$ cat src/rtl/uart_pkg.sv
// Shared constants for the parametrised UART transmitter: parity modes,
// FSM state encodings and the baud-rate divider table.
package uart_pkg;

  localparam logic [1:0] PAR_NONE = 2'b00;
  localparam logic [1:0] PAR_ODD  = 2'b01;
  localparam logic [1:0] PAR_EVEN = 2'b10;
  localparam logic [1:0] PAR_MARK = 2'b11;

  localparam logic [2:0] ST_IDLE   = 3'd0;
  localparam logic [2:0] ST_START  = 3'd1;
  localparam logic [2:0] ST_DATA   = 3'd2;
  localparam logic [2:0] ST_PARITY = 3'd3;
  localparam logic [2:0] ST_STOP   = 3'd4;

  // Rounded clocks-per-bit for baud table entry sel.
  function automatic int unsigned baud_div(int unsigned clk_freq, int unsigned sel);
    longint unsigned baud;
    longint unsigned div;
    case (sel)
      0:       baud = 64'd9600;
      1:       baud = 64'd19200;
      2:       baud = 64'd38400;
      3:       baud = 64'd57600;
      4:       baud = 64'd115200;
      5:       baud = 64'd230400;
      6:       baud = 64'd460800;
      default: baud = 64'd921600;
    endcase
    div = (64'(clk_freq) + baud / 64'd2) / baud;
    return 32'(div);
  endfunction

endpackage

$ cat src/rtl/uart_baud_tick.sv
// Loadable 16-bit bit-period counter: pulses bit_end_o on the last clock of
// every DIV-clock period while enabled; a load restarts the period.
module uart_baud_tick (
  input  logic        clk,
  input  logic        rst,
  input  logic        load_i,
  input  logic [15:0] div_i,
  input  logic        en_i,
  output logic        bit_end_o
);

  logic [15:0] div_q;
  logic [15:0] cnt_q, cnt_d;

  assign bit_end_o = en_i && (cnt_q == '0);

  always_comb begin
    cnt_d = cnt_q;
    if (load_i) begin
      cnt_d = div_i - 16'd1;
    end else if (bit_end_o) begin
      cnt_d = div_q - 16'd1;
    end else if (en_i) begin
      cnt_d = cnt_q - 16'd1;
    end
  end

  always_ff @(posedge clk or posedge rst) begin
    if (rst) begin
      div_q <= 16'd1;
      cnt_q <= '0;
    end else begin
      if (load_i) div_q <= div_i;
      cnt_q <= cnt_d;
    end
  end

endmodule

$ cat src/rtl/uart_tx_param.sv
// UART transmitter with runtime baud/parity/stop selection and valid/ready
// input; all outputs are registered so the serial line never glitches.
module uart_tx_param
  import uart_pkg::*;
#(
  parameter int unsigned CLK_FREQ     = 50_000_000,
  parameter int unsigned DATA_W       = 8,
  parameter int unsigned DIV_OVERRIDE = 0
) (
  input  logic              clk,
  input  logic              rst,
  input  logic [DATA_W-1:0] tx_data,
  input  logic              tx_valid,
  output logic              tx_ready,
  input  logic [2:0]        baud_set,
  input  logic [1:0]        parity_mode,
  input  logic              stop2,
  output logic              uart_tx,
  output logic              tx_busy,
  output logic              tx_done
);

  localparam logic [3:0] LAST_BIT = 4'(DATA_W - 1);

  logic [15:0] div_tab [8];

  for (genvar g = 0; g < 8; g++) begin : g_div
    localparam int unsigned D = baud_div(CLK_FREQ, g);
    if (D > 65535 || D == 0) begin : g_bad
      $error("uart_tx_param: baud divider out of 16-bit range");
    end
    assign div_tab[g] = 16'(D);
  end

  if (DATA_W < 5 || DATA_W > 9) begin : g_bad_w
    $error("uart_tx_param: DATA_W must be 5..9");
  end
  if (DIV_OVERRIDE > 65535) begin : g_bad_ovr
    $error("uart_tx_param: DIV_OVERRIDE exceeds 16 bits");
  end

  logic [2:0]        state_q, state_d;
  logic [DATA_W-1:0] shift_q, shift_d;
  logic [3:0]        bit_cnt_q, bit_cnt_d;
  logic              par_en_q, par_en_d;
  logic              par_bit_q, par_bit_d;
  logic              stop2_q, stop2_d;
  logic              stop_cnt_q, stop_cnt_d;
  logic              tx_q, tx_d;
  logic              ready_q, ready_d;
  logic              busy_q, busy_d;
  logic              done_q, done_d;

  logic        accept;
  logic        bit_end;
  logic [15:0] div_sel;

  assign accept  = tx_valid && ready_q;
  assign div_sel = (DIV_OVERRIDE != 0) ? 16'(DIV_OVERRIDE) : div_tab[baud_set];

  // The tick module latches div_sel on acceptance, freezing the bit period.
  uart_baud_tick u_tick (
    .clk       (clk),
    .rst       (rst),
    .load_i    (accept),
    .div_i     (div_sel),
    .en_i      (busy_q),
    .bit_end_o (bit_end)
  );

  always_comb begin
    state_d    = state_q;
    shift_d    = shift_q;
    bit_cnt_d  = bit_cnt_q;
    par_en_d   = par_en_q;
    par_bit_d  = par_bit_q;
    stop2_d    = stop2_q;
    stop_cnt_d = stop_cnt_q;
    tx_d       = tx_q;
    ready_d    = ready_q;
    busy_d     = busy_q;
    done_d     = 1'b0;

    case (state_q)
      ST_IDLE: begin
        if (accept) begin
          shift_d    = tx_data;
          par_en_d   = (parity_mode != PAR_NONE);
          if (parity_mode == PAR_ODD)       par_bit_d = ~^tx_data;
          else if (parity_mode == PAR_EVEN) par_bit_d = ^tx_data;
          else                              par_bit_d = 1'b1;
          stop2_d    = stop2;
          stop_cnt_d = 1'b0;
          bit_cnt_d  = '0;
          state_d    = ST_START;
          tx_d       = 1'b0;
          ready_d    = 1'b0;
          busy_d     = 1'b1;
        end
      end
      ST_START: begin
        if (bit_end) begin
          state_d   = ST_DATA;
          tx_d      = shift_q[0];
          shift_d   = shift_q >> 1;
          bit_cnt_d = '0;
        end
      end
      ST_DATA: begin
        if (bit_end) begin
          if (bit_cnt_q == LAST_BIT) begin
            if (par_en_q) begin
              state_d = ST_PARITY;
              tx_d    = par_bit_q;
            end else begin
              state_d = ST_STOP;
              tx_d    = 1'b1;
            end
          end else begin
            bit_cnt_d = bit_cnt_q + 4'd1;
            tx_d      = shift_q[0];
            shift_d   = shift_q >> 1;
          end
        end
      end
      ST_PARITY: begin
        if (bit_end) begin
          state_d = ST_STOP;
          tx_d    = 1'b1;
        end
      end
      ST_STOP: begin
        if (bit_end) begin
          if (stop2_q && !stop_cnt_q) begin
            stop_cnt_d = 1'b1;
          end else begin
            state_d = ST_IDLE;
            done_d  = 1'b1;
            ready_d = 1'b1;
            busy_d  = 1'b0;
            tx_d    = 1'b1;
          end
        end
      end
      default: begin
        state_d = ST_IDLE;
        tx_d    = 1'b1;
        ready_d = 1'b1;
        busy_d  = 1'b0;
      end
    endcase
  end

  always_ff @(posedge clk or posedge rst) begin
    if (rst) begin
      state_q    <= ST_IDLE;
      shift_q    <= '0;
      bit_cnt_q  <= '0;
      par_en_q   <= 1'b0;
      par_bit_q  <= 1'b0;
      stop2_q    <= 1'b0;
      stop_cnt_q <= 1'b0;
      tx_q       <= 1'b1;
      ready_q    <= 1'b1;
      busy_q     <= 1'b0;
      done_q     <= 1'b0;
    end else begin
      state_q    <= state_d;
      shift_q    <= shift_d;
      bit_cnt_q  <= bit_cnt_d;
      par_en_q   <= par_en_d;
      par_bit_q  <= par_bit_d;
      stop2_q    <= stop2_d;
      stop_cnt_q <= stop_cnt_d;
      tx_q       <= tx_d;
      ready_q    <= ready_d;
      busy_q     <= busy_d;
      done_q     <= done_d;
    end
  end

  assign uart_tx  = tx_q;
  assign tx_ready = ready_q;
  assign tx_busy  = busy_q;
  assign tx_done  = done_q;

endmodule

$ cat config.mk
export PLATFORM = sky130hd
export DESIGN_NAME = uart_tx_param
export DESIGN_NICKNAME = d
export VERILOG_FILES = /design/src/rtl/uart_pkg.sv /design/src/rtl/uart_baud_tick.sv /design/src/rtl/uart_tx_param.sv
export SDC_FILE = /design/constraint.sdc
export NUM_CORES = 1
export LEC_CHECK = 0
export CAP_MARGIN = 20
export CORE_MARGIN = 2
export CORE_UTILIZATION = 41
export CTS_CLUSTER_SIZE = 14
export DETAILED_ROUTE_END_ITERATION = 10
export PLACE_DENSITY = 0.62
export SLEW_MARGIN = 20
export SYNTH_ARGS = -nofsm -noshare
export SYNTH_HDL_FRONTEND = slang
export SYNTH_SLANG_ARGS = --single-unit
$ cat constraint.sdc
create_clock -name clk -period 3.69 [get_ports clk]
set_clock_uncertainty 0.1 [all_clocks]
set_input_delay 1.107 -clock clk [delete_from_list [all_inputs] [get_ports clk]]
set_output_delay 1.107 -clock clk [all_outputs]
set_load 0.01 [all_outputs]
== Word level (Yosys, flattened, before mapping) ==
Memory sizes are Yosys's and may differ from the RTL's.
Index checks and enable logic that the tools add are counted.
Storage, ports and cells
  memories: 1
  bits in registers: 55
  bits in read-only memories: 128
  logic and storage cells: 102
  output and inout port bits: 4
  bits of input ports: 17
Memories
  (no name shown): words 8, bits a word 16, read ports 1, clocked after Yosys merged registers in 0, wr ports 0, line uart_tx_param.sv:59  | assign div_sel = (DIV_OVERRIDE != 0) ? 16'(DIV_OVERRIDE) : div_tab[baud_set];
Cells by class
  equality and inequality tests: 16
  muxes and demuxes: 46
  reduce and logical (&&, ||, !) cells: 19
  bitwise gates (word level): 2
  add/subtract/negate cells: 4
  magnitude comparators: 1
Operators with widths (count)
  16-bit 2-to-1 mux: 5
  16-bit by 1-bit subtractor with 16-bit output, second input constant: 3
  8-bit 2-to-1 mux: 4
  3-bit 2-to-1 mux: 8
  8-bit case mux with 3 select lines: 1
  1-bit 2-to-1 mux: 18
  2-bit != test, second input constant: 9
  16-bit logical NOT: 1
  4-bit 2-to-1 mux: 4
  3-bit case mux with 5 select lines: 1
  4-bit case mux with 3 select lines: 1
  4-bit AND reduction: 2
  8-bit XNOR reduction: 1
  8-bit XOR reduction: 1
  7-bit AND reduction: 1
  3-bit by 2-bit == test with 1-bit output, second input constant: 2
  1-bit case mux with 3 select lines: 2
  6-bit AND reduction: 1
  3-bit nonzero test: 2
  1-bit case mux with 5 select lines: 1
  5-bit AND reduction: 1
  4-bit by 1-bit adder with 4-bit output, second input constant: 1
  4-bit by 3-bit == test with 1-bit output, second input constant: 1
  4-bit >= comparator, second input constant: 1
  13 further kinds: 16

== Depth between registers and ports, before layout ==
  depth in word-level cells: 6
  depth in mapped cells: 13
  gate-level depth less buffers: 13

== Cells and area by module ==
A second synthesis with hierarchy kept.
Unflattened totals
  cell total of the unflattened synthesis: 398
  area total of the unflattened synthesis: 3583.4 sq um
By module, submodules not included
  uart_baud_tick: times used 1, sequential area each 802.0 sq um, area each 2099.5 sq um, cells each 238
  uart_tx_param: times used 1, sequential area each 578.1 sq um, area each 1483.9 sq um, cells each 160

== Least setup slack after synthesis ==
No wires, ideal clock.
  path type: input -> register
  start: in tx_valid
  end: reg u_tick.cnt_q[8]
  cell stages on the path: 13
  arrival time: 3.556 ns
  path buffers: 3
  library setup time: 0.082 ns
  data required time: 3.508 ns
  setup slack: -0.048 ns
  path through: buf_2 -> and2_1 -> buf_2 -> buf_1 -> nand2_1 -> o21a_1 -> a21oi_1 -> ha_1 -> o311ai_0 -> a41o_1 -> or3_1 -> or3_1 -> a31oi_1
Between the ends
  longest elaborated chain between the ends: 2
  elaborated cells between the ends (all ways): 3
  those cells by class: 1 x mux; 2 x reduce/logical
RTL lines
  start, declared: line uart_tx_param.sv:13  | input logic tx_valid,
  1-bit logical AND *: line uart_tx_param.sv:58  | assign accept = tx_valid && ready_q;
  3-bit nonzero test (no source line) or 16-bit 2-to-1 mux (tied branches)
  end signal, assigned: line uart_baud_tick.sv:34  | cnt_q <= cnt_d;
  end, declared: line uart_baud_tick.sv:13  | logic [15:0] cnt_q, cnt_d;
Every way passes the cells marked *; elsewhere a longest branch is shown, timed or not.
A chain may end at the register's enable or synchronous reset.

== Worst setup path after layout ==
Ends and elaborated chain as after synthesis.

==> impl_metrics.json <==
{
  "die_height_um": 93.1,
  "hp-class": "reg2reg",
  "status": "complete, no violations",
  "wl_per_cell_um": 16.9,
  "ys_warn_count": 0,
  "grt_max_degree": 43,
  "root_buffer": "clkbuf_8",
  "cts_tree": "built",
  "ff2ff_setup_slack_ns": 0.65,
  "avgSynthCellArea_um2": 8.94,
  "post-place-cells": 512,
  "whs_ns": 0.395,
  "cp.required_ns": 3.83,
  "ys.flop_type": "dfrtp_1",
  "synth-seq-cells": 52,
  "slew_headroom_pct": 47.6,
  "synth.distinct_cells": 62,
  "syn_area_um2": 3250,
  "drv_cap": 0,
  "antenna_left": 0,
  "synth_top_area_share_pct": 37.7,
  "rows": 32,
  "first_global_vias": 3049,
  "synth-compound-area-share_pct": 19.8,
  "synth_edf_count": 0,
  "routed-wl-met3_um": 445,
  "p_leak_nw": 1.71,
  "start_util_pct": 42.3,
  "io_buffers": 20,
  "dr_total_vias": 2986,
  "yosys.area.top_type": "dfrtp_1",
  "drt_iter0_drc": 226,
  "pin_count": 21,
  "pwr_density_cell_nw_per_um2": 568,
  "first_pass_iters": 4,
  "finalHoldViolCount": 0,
  "synth_fp_nets": 387,
  "cts_sinks": 52,
  "yosys.area_share.simple_pct": 24.8,
  "finalSetupViolations": 0,
  "h-tree-depth": 2,
  "min_period_ns": 3.42,
  "dr.max_layer_used": "met4",
  "wl_met1_um": 3840,
  "dieArea_um2": 8660,
  "max_freq_ghz": 0.292,
  "grt_pass1_wl_um": 14800,
  "drc": 0,
  "arrival_ns": 3.56,
  "synth_xor_area_share_pct": 4.27,
  "die_w_um": 93.1,
  "synth.area.top_cells": "dfrtp_1, nor2_1, a21oi_1",
  "finalCritPeriodShare_pct": 92.7,
  "cp-end-kind": "flip-flop",
  "drv_slew": 0,
  "dp_hpwl_um": 6530,
  "grt_overflow": 0,
  "synthCells": 364,
  "finalWirelength_um": 8810,
  "num_antenna_cells": 0,
  "vdd_drop_max_mv": 0.213,
  "seq_area_frac_synth_pct": 40.1,
  "core-area_um2": 7690,
  "worst-setup-path-type": "in2reg",
  "clock_latency_ns": 0.31,
  "fin_nets": 442,
  "synth_top_family_by_area": "simple AND/OR/NAND/NOR gates",
  "ys_async_sr_fraction_pct": 100,
  "rsz0062_at_grt": "no",
  "routabilityCongestion": 1.03,
  "power_mw": 2.26,
  "routed_via_density": 5.72,
  "clk_pin_slew_ns": 0.09,
  "grt_antenna_before_repair": 0,
  "startpoint_type": "input port",
  "synthMuxAreaShare_pct": 5.46,
  "worst_pin_slew_ns": 0.783,
  "synthAdderAreaFrac_pct": 2.31,
  "cp_max_fo": 5,
  "cts_made_buffers": 5,
  "final_cells": 522,
  "area_growth_pct": 22.3,
  "cts.path.max_buffers": 2,
  "drive_above_1_share_pct": 20.2,
  "fillers": 723,
  "grt_usage_pct": 21.7,
  "wl_met2_um": 4260
}
flip-flops by register name, indices dropped and copies added (netlist names):
signal,count
tx_busy,1
par_en_q,1
stop2_q,1
state_q,3
stop_cnt_q,1
uart_tx,1
shift_q,8
tx_done,1
u_tick.cnt_q,16
u_tick.div_q,13
tx_ready,1
par_bit_q,1
bit_cnt_q,4
synthesized netlist by cell type (8+ instances only):
library cell / number
mux2i_1: 11
dfrtp_1: 49
nand2_1: 33
xnor2_1: 9
nor3_1: 12
nand3_1: 11
nor2_1: 42
a31oi_1: 8
a21oi_1: 28
o21ai_0: 16
clkbuf_1: 8
nand2b_1: 8
final timing paths:
kind,startpoint,endpoint,depth (start not counted)
setup / recovery,tx_valid,u_tick.cnt_q[8],10
hold / removal,u_tick.div_q[12],u_tick.div_q[12],2
setup reg to reg,u_tick.cnt_q[4],u_tick.cnt_q[4],10
hold reg to reg,u_tick.div_q[12],u_tick.div_q[12],2
max in group asynchronous,rst,tx_ready,3
min in group asynchronous,rst,u_tick.cnt_q[14],2
layer usage:
layer | up-vias | global-route usage, %
met5 | - | 0
met4 | 0 | 10.0
met3 | 25 | 3.38
met2 | 96 | 35.8
met1 | 1431 | 27.8
li1 | 1434 | -
area by class of cell:
class	count	area (um2)	share of cell area (%)
clock inverter	1	5.00	0.126
clock buffer	7	76.3	1.92
tap	102	128	3.21
inverter	6	22.5	0.566
sequential	52	1310	32.8
timing repair buffer	66	563	14.2
multi-input combinational	288	1880	47.2
report_power, final:
group	internal, mW	switching [mW]	total, mW	leakage (nW)
sequential	0.784	0.223	1.01	0.622
combinational	0.453	0.470	0.923	1.04
clock	0.134	0.194	0.328	0.0422
total	1.37	0.887	2.26	1.71
worst max-delay path, stage by stage:
cell	delay, ns
clkdlybuf4s50_1	0.54
nand2_1	0.16
and3_1	0.23
a21oi_2	0.15
ha_2	0.20
o311ai_2	0.12
a41o_1	0.23
or3_1	0.36
or3_1	0.31
a31oi_1	0.17
metrics by stage:
step                      utilization (%)  worst slack, ns  area [um2]  TNS [ns]
after floorplan                         -           0.0592        3260         0
after global placement               50.0           -0.338        3840     -1.73
after detailed placement             50.0           -0.412        3840     -2.15
after CTS                            51.4          0.00352        3950         0
after global routing                 51.8            0.105        3980         0
final                                51.8            0.271        3980         0
what timing repair did:
action,CTS,global route
hold endpoints to repair,0,0
hold buffers,0,0
pin swaps,1,1
endpoints found under the setup margin,4,6
resized for setup,5,7
buffers inserted,1,1
cell families after synthesis:
| logic type | after synthesis |
|---|---|
| AOI/OAI and AO/OA | 96 |
| DFF | 52 |
| muxes | 17 |
| and+or+nand+nor | 154 |
| buffers and inverters | 24 |
| adders and majority gates | 6 |
| xor gates and xnor gates | 15 |
layout by cell type (no fill, tap or decap), types with 4 or more instances in the layout:
cell,n
o21ai_0,15
nor3b_1,4
or2_2,5
nor2_1,42
a22oi_1,4
xor2_1,5
clkbuf_8,5
and2_1,4
ha_1,4
nor3_1,10
mux2_2,6
xnor2_1,9
dfrtp_1,49
buf_4,45
mux2i_1,11
nand3b_1,5
nand2b_1,8
clkdlybuf4s50_1,18
nand3_1,11
or3_1,4
nor2b_1,5
a21o_1,6
nand2_1,33
a21oi_1,27
a31oi_1,8
Note: power is estimated with default switching activity, not from simulation.
